File: src/rtl/pipe_ir_buffer_if.sv
// pipe_ir_buffer_if: fetch-side inputs and pipeline-register outputs of the
// IF/EX and EX/WB instruction/PC buffers.
// master = pipeline control (drives fetch data, flush, enable)
// slave  = pipe_ir_buffer
interface pipe_ir_buffer_if;
  logic        en;
  logic [31:0] inst_in;
  logic [31:0] pc_in;
  logic        flush;
  logic [31:0] irbuffer1_out;
  logic [31:0] irbuffer2_out;
  logic [31:0] pc1_out;
  logic [31:0] pc2_out;
  logic        valid1_out;
  logic        valid2_out;
  logic        stall_out;

  modport master (
    output en, inst_in, pc_in, flush,
    input  irbuffer1_out, irbuffer2_out, pc1_out, pc2_out,
           valid1_out, valid2_out, stall_out
  );

  modport slave (
    input  en, inst_in, pc_in, flush,
    output irbuffer1_out, irbuffer2_out, pc1_out, pc2_out,
           valid1_out, valid2_out, stall_out
  );
endinterface

File: src/rtl/pipe_ir_buffer.sv
// pipe_ir_buffer: IF/EX and EX/WB instruction/PC register chain of the
// 3-stage pipeline. Inserts bubbles (addi x0,x0,0) on flush and, when the
// macro LOAD_USE_STALL_EN is defined, on a load-use hazard (one cycle).
// Without LOAD_USE_STALL_EN the buffers always advance and stall_out is 0.
module pipe_ir_buffer (
  input  logic                   clk,
  input  logic                   rst,
  pipe_ir_buffer_if.slave        bus
);
  localparam logic [31:0] NOP     = 32'h0000_0013;
  localparam logic [6:0]  OP_LOAD = 7'b0000011;

  logic [31:0] r_ir1, r_ir2;
  logic [31:0] r_pc1, r_pc2;
  logic        r_valid1, r_valid2;

  logic        w_ld_use;
  logic        w_stall;

`ifdef LOAD_USE_STALL_EN
  localparam logic [6:0] OP_R    = 7'b0110011;
  localparam logic [6:0] OP_I    = 7'b0010011;
  localparam logic [6:0] OP_S    = 7'b0100011;
  localparam logic [6:0] OP_B    = 7'b1100011;
  localparam logic [6:0] OP_JALR = 7'b1100111;

  logic [6:0] w_op1, w_op_in;
  logic [4:0] w_rd1, w_rs1_in, w_rs2_in;
  logic       w_uses_rs1, w_uses_rs2;

  assign w_op1    = r_ir1[6:0];
  assign w_rd1    = r_ir1[11:7];
  assign w_op_in  = bus.inst_in[6:0];
  assign w_rs1_in = bus.inst_in[19:15];
  assign w_rs2_in = bus.inst_in[24:20];

  // Decode which source registers the fetched instruction actually reads.
  always_comb begin
    // NOTE: every combinational output gets a default first so no path
    // leaves it unassigned, which would otherwise infer a latch.
    w_uses_rs1 = 1'b0;
    w_uses_rs2 = 1'b0;
    case (w_op_in)
      OP_R, OP_S, OP_B: begin
        w_uses_rs1 = 1'b1;
        w_uses_rs2 = 1'b1;
      end
      OP_I, OP_LOAD, OP_JALR: w_uses_rs1 = 1'b1;
      default: ;
    endcase
  end

  // A load in EX whose rd (non-x0) is read by the instruction being fetched.
  assign w_ld_use = r_valid1 && (w_op1 == OP_LOAD) && (w_rd1 != 5'd0) &&
                    ((w_uses_rs1 && (w_rd1 == w_rs1_in)) ||
                     (w_uses_rs2 && (w_rd1 == w_rs2_in)));
`else
  assign w_ld_use = 1'b0;
`endif

  // Flush outranks stall; reset silences the external stall request.
  assign w_stall       = w_ld_use && !bus.flush;
  assign bus.stall_out = w_stall && !rst;

  // Advance the two-stage buffer chain, inserting bubbles on flush/stall.
  always_ff @(posedge clk) begin
    // NOTE: sequential state uses non-blocking assignments so every register
    // samples the pre-edge value of its source (r_ir2 gets the old r_ir1).
    if (rst) begin
      r_ir1    <= NOP;
      r_ir2    <= NOP;
      r_pc1    <= 32'd0;
      r_pc2    <= 32'd0;
      r_valid1 <= 1'b0;
      r_valid2 <= 1'b0;
    end else if (bus.en) begin
      r_ir2    <= r_ir1;
      r_pc2    <= r_pc1;
      r_valid2 <= r_valid1;
      if (bus.flush) begin
        r_ir1    <= NOP;
        r_pc1    <= 32'd0;
        r_valid1 <= 1'b0;
      end else if (w_stall) begin
        r_ir1    <= NOP;
        r_pc1    <= bus.pc_in;
        r_valid1 <= 1'b0;
      end else begin
        r_ir1    <= bus.inst_in;
        r_pc1    <= bus.pc_in;
        r_valid1 <= 1'b1;
      end
    end
  end

  assign bus.irbuffer1_out = r_ir1;
  assign bus.irbuffer2_out = r_ir2;
  assign bus.pc1_out       = r_pc1;
  assign bus.pc2_out       = r_pc2;
  assign bus.valid1_out    = r_valid1;
  assign bus.valid2_out    = r_valid2;
endmodule

File: src/flat_wrapper.sv
// flat-port wrapper written by rule: the top's interface ports become plain ports
module pipe_ir_buffer_flat 
  (clk, rst, bus_en, bus_inst_in, bus_pc_in, bus_flush, bus_irbuffer1_out, bus_irbuffer2_out, bus_pc1_out, bus_pc2_out, bus_valid1_out, bus_valid2_out, bus_stall_out);
  pipe_ir_buffer_if bus_i ();
  input  logic clk;
  input  logic rst;
  input wire logic [$bits(bus_i.en)-1:0] bus_en;
  input wire logic [$bits(bus_i.inst_in)-1:0] bus_inst_in;
  input wire logic [$bits(bus_i.pc_in)-1:0] bus_pc_in;
  input wire logic [$bits(bus_i.flush)-1:0] bus_flush;
  output wire logic [$bits(bus_i.irbuffer1_out)-1:0] bus_irbuffer1_out;
  output wire logic [$bits(bus_i.irbuffer2_out)-1:0] bus_irbuffer2_out;
  output wire logic [$bits(bus_i.pc1_out)-1:0] bus_pc1_out;
  output wire logic [$bits(bus_i.pc2_out)-1:0] bus_pc2_out;
  output wire logic [$bits(bus_i.valid1_out)-1:0] bus_valid1_out;
  output wire logic [$bits(bus_i.valid2_out)-1:0] bus_valid2_out;
  output wire logic [$bits(bus_i.stall_out)-1:0] bus_stall_out;
  assign bus_i.en = bus_en;
  assign bus_i.inst_in = bus_inst_in;
  assign bus_i.pc_in = bus_pc_in;
  assign bus_i.flush = bus_flush;
  assign bus_irbuffer1_out = bus_i.irbuffer1_out;
  assign bus_irbuffer2_out = bus_i.irbuffer2_out;
  assign bus_pc1_out = bus_i.pc1_out;
  assign bus_pc2_out = bus_i.pc2_out;
  assign bus_valid1_out = bus_i.valid1_out;
  assign bus_valid2_out = bus_i.valid2_out;
  assign bus_stall_out = bus_i.stall_out;
  pipe_ir_buffer u_core (.clk(clk), .rst(rst), .bus(bus_i));
endmodule
File: config.mk
export PLATFORM = sky130hd
export DESIGN_NAME = pipe_ir_buffer_flat
export DESIGN_NICKNAME = d
export VERILOG_FILES = /design/src/rtl/pipe_ir_buffer_if.sv /design/src/rtl/pipe_ir_buffer.sv /design/src/flat_wrapper.sv
export SDC_FILE = /design/constraint.sdc
export NUM_CORES = 1
export LEC_CHECK = 0
export BUFFER_PORTS_ARGS = -buffer_cell sky130_fd_sc_hd__buf_2
export CAP_MARGIN = 40
export CORE_MARGIN = 2
export CORE_UTILIZATION = 49
export CTS_CLUSTER_SIZE = 28
export DETAILED_ROUTE_END_ITERATION = 8
export PLACE_DENSITY = 0.76
export SYNTH_ARGS = -nofsm -noshare
export SYNTH_HDL_FRONTEND = slang
export SYNTH_SLANG_ARGS = --single-unit
File: constraint.sdc
create_clock -name clk -period 1.3 [get_ports clk]
set_input_delay 0.26 -clock clk [delete_from_list [all_inputs] [get_ports clk]]
set_output_delay 0.26 -clock clk [all_outputs]
set_load 0.1 [all_outputs]
==> impl_metrics.env <==
export IMPL_max_freq_mhz=750
export IMPL_netlist_area_mm2=0.00512
export IMPL_fin_nets=841
export IMPL_cp_end_kind="output pin"
export IMPL_required_ns=1.04
export IMPL_initial_utilization_pct=50.1
export IMPL_synthDistinctLibCells=20
export IMPL_min_delay_path_depth=3
export IMPL_finalPower_uw=11900
export IMPL_path_buf_inv=1
export IMPL_netlist_instances=500
export IMPL_core_rowCount=37
export IMPL_maxCapViolCount=0
export IMPL_status="complete, but fails checks"
export IMPL_start_kind="flop"
export IMPL_regToRegStartpoint="u_core.bus.irbuffer1_out[8]$_SDFFE_PP0P_"
export IMPL_violations="negative setup slack"
export IMPL_portBuffers=197
export IMPL_first_pass_iters=5
export IMPL_syn_to_final_growth_pct=89.1
export IMPL_syn_area_per_cell_um2=10.2
export IMPL_design_area_mm2=0.00968
export IMPL_grt_max_degree=45
export IMPL_hp_start="bus_pc_in[31]"
export IMPL_hp_class="in -> reg"
export IMPL_ys_seq_elements=130
export IMPL_synth_top_area_share_pct=50.8
export IMPL_ant_nets=0
export IMPL_die_x_um=106
export IMPL_die_y_um=106
export IMPL_cpPeakStageDelay_ns=0.38
export IMPL_synthArstFlopShare_pct=0
export IMPL_cts_tree="done"
export IMPL_tns_ns=-0.858
export IMPL_synth_top_cell_by_area="dfxtp_1"
export IMPL_period_share_pct=103
export IMPL_power_leakage_uw=0.00409
export IMPL_setup_viol=85
export IMPL_hold_viol=0
export IMPL_synthTopCellsByArea="dfxtp_1 (51%), mux2i_1 (12%), nand3b_1 (8.9%)"
export IMPL_remaining_drc_errors=0
export IMPL_whs_endpoint="u_core.bus.pc1_out[31]$_SDFFE_PP0P_"
export IMPL_r2r_cells=3
export IMPL_vias=5082
export IMPL_cts_sinks=130
export IMPL_dp_cells=802
export IMPL_critical_path_cell_chain="buf_12"
export IMPL_dp_hpwl_um=10300
export IMPL_worstMarginPinSlew_ns=0.527
export IMPL_globalRouteOverflowTotal=0
export IMPL_slowest_stage="dfxtp_2"
export IMPL_synth_common_cells="dfxtp_1 (130), nor2_1 (66), mux2i_1 (62)"
export IMPL_drv_slew=0
export IMPL_clk_latency_ns=0.51
export IMPL_clockRootBuffer="clkbuf_8"
export IMPL_power_density_mw_per_mm2=1230
export IMPL_via_per_inst=5.52
export IMPL_cts_made_buffers=17
export IMPL_critical_path_class="reg -> out"
export IMPL_rsz0062_at_grt="yes"
export IMPL_grt_usage_pct=36.0
export IMPL_pin_count=199
export IMPL_seq_area_frac_synth_pct=50.8
export IMPL_r2r_setup_slack_ns=0.31
export IMPL_fin_skew_ns=0.00794
export IMPL_wl_um=21200
export IMPL_synth_nets=568
export IMPL_clk_pin_slew_ns=0.07
export IMPL_wl_per_cell_um=23.1
export IMPL_core_area_mm2=0.0102
export IMPL_hold_slack_ns=0.0229
export IMPL_htree_num_levels=4
export IMPL_clockBufferDepth=2
export IMPL_drt_iter0_drc=307
export IMPL_antenna_found_initial=0
export IMPL_grt_pass1_wl_um=30700
export IMPL_drive_above_1_share_pct=59.1
export IMPL_cpLargestDelayFamily="flip-flops"
export IMPL_yosysMostFrequentCell="dfxtp_1"
export IMPL_crit_fanout=2
export IMPL_setup_slack_ns=-0.0341
export IMPL_slew_headroom_pct=64.9
export IMPL_ir_drop_v=0.000923
export IMPL_fin_cells=921
export IMPL_r2r_end="u_core.bus.irbuffer2_out[8]$_SDFFE_PP0P_"
export IMPL_yosys_most_used_dff="dfxtp_1"
export IMPL_arrival_ns=1.07
export IMPL_dieArea_mm2=0.0113
export IMPL_yosys_warnings=0
export IMPL_place_gp_congestion=0.761
export IMPL_place_area_mm2=0.00805
export IMPL_layout_min_cycle_time_ns=1.33
export IMPL_grt_pass1_vias=5518
export IMPL_synth_edf_count=0
-- metrics by stage --
step | utilization, % | setup WS [ns]
2_1_floorplan | - | 0.0179
3_3_place_gp | 78.5 | -0.0978
3_5_place_dp | 78.7 | 0.0473
4_1_cts | 93.4 | -0.0325
5_1_grt | 94.6 | -0.0654
6_report | 94.7 | -0.0341
-- placed cells by master (no fill, tap or decap) --
| master | count |
|---|---|
| buf_12 | 137 |
| buf_4 | 90 |
| dfxtp_2 | 76 |
| nor2_1 | 66 |
| buf_2 | 65 |
| mux2i_1 | 62 |
| nand2b_1 | 61 |
| nand3b_1 | 61 |
| a21oi_1 | 56 |
| dfxtp_4 | 54 |
| clkbuf_16 | 16 |
| a21oi_2 | 8 |
| bufinv_16 | 6 |
| dlygate4sd3_1 | 5 |
| nor2b_1 | 3 |
| a211o_1 | 3 |
| nor3_1 | 3 |
| clkbuf_8 | 2 |
| clkinv_4 | 2 |
| inv_6 | 2 |
| clkinvlp_4 | 2 |
| diode_2 | 1 |
| nor2b_4 | 1 |
| a211oi_2 | 1 |
| conb_1 | 1 |
| buf_6 | 1 |
-- cell type report --
| cell class | count | area [um2] |
|---|---|---|
| tap | 136 | 170 |
| clock buffer | 18 | 428 |
| antenna | 1 | 2.50 |
| sequential | 130 | 2900 |
| timing repair buffer | 298 | 3800 |
| fill | 273 | 547 |
| multi-input combinational | 326 | 2150 |
| clock inverter | 12 | 230 |
-- power by group --
part           leakage [uW]  internal [uW]  switching (uW)  total (uW)
clock              0.000314           3550            1850        5400
combinational       0.00264            879            1420        2290
sequential          0.00113           4050             146        4200
total               0.00409           8480            3410       11900
-- cells by family after synthesis --
logic type	after synthesis	share of synthesized area, %
other cells	1	0.0732
mux	62	12.1
buf+inv	44	7.25
flops	130	50.8
compound gates	68	7.60
simple gates	195	22.2
-- sequential cells by signal (all words and copies together) (netlist names) --
register                  flops
u_core.bus.irbuffer1_out     32
u_core.bus.irbuffer2_out     32
u_core.bus.pc2_out           32
u_core.bus.pc1_out           32
u_core.bus.valid2_out         1
u_core.bus.valid1_out         1
-- layer usage --
| layer | track usage (%) | vias to the layer above | routed length, um |
|---|---|---|---|
| met5 | 0 | - | 0 |
| met3 | 10.7 | 73 | 1620 |
| met4 | 18.0 | 0 | 905 |
| li1 | - | 2224 | - |
| met2 | 64.7 | 280 | 11000 |
| met1 | 37.9 | 2505 | 7670 |
-- worst max path at each step --
stage	endpoint	depth (start not counted)	slack, ns	startpoint
floorplan	u_core.bus.irbuffer2_out[0]$_SDFFE_PP1P_	2	0.02	u_core.bus.irbuffer2_out[0]$_SDFFE_PP1P_
finish	bus_irbuffer2_out[23]	1	-0.03	u_core.bus.irbuffer2_out[23]$_SDFFE_PP0P_
CTS	bus_pc2_out[23]	1	-0.03	u_core.bus.pc2_out[23]$_SDFFE_PP0P_
detailed placement	u_core.bus.pc2_out[10]$_SDFFE_PP0P_	4	0.05	bus_en
global route	bus_irbuffer2_out[18]	1	-0.07	u_core.bus.irbuffer2_out[18]$_SDFFE_PP0P_
global placement	u_core.bus.pc1_out[18]$_SDFFE_PP0P_	3	-0.1	bus_flush
-- what timing repair did --
item / CTS / global route
setup buffers: 71 / 12
resized for setup: 171 / 13
hold endpoints to repair: 5 / 0
endpoints found under the setup margin: 130 / 130
hold buffers: 5 / 0
Power figures use the tool's default switching activity.
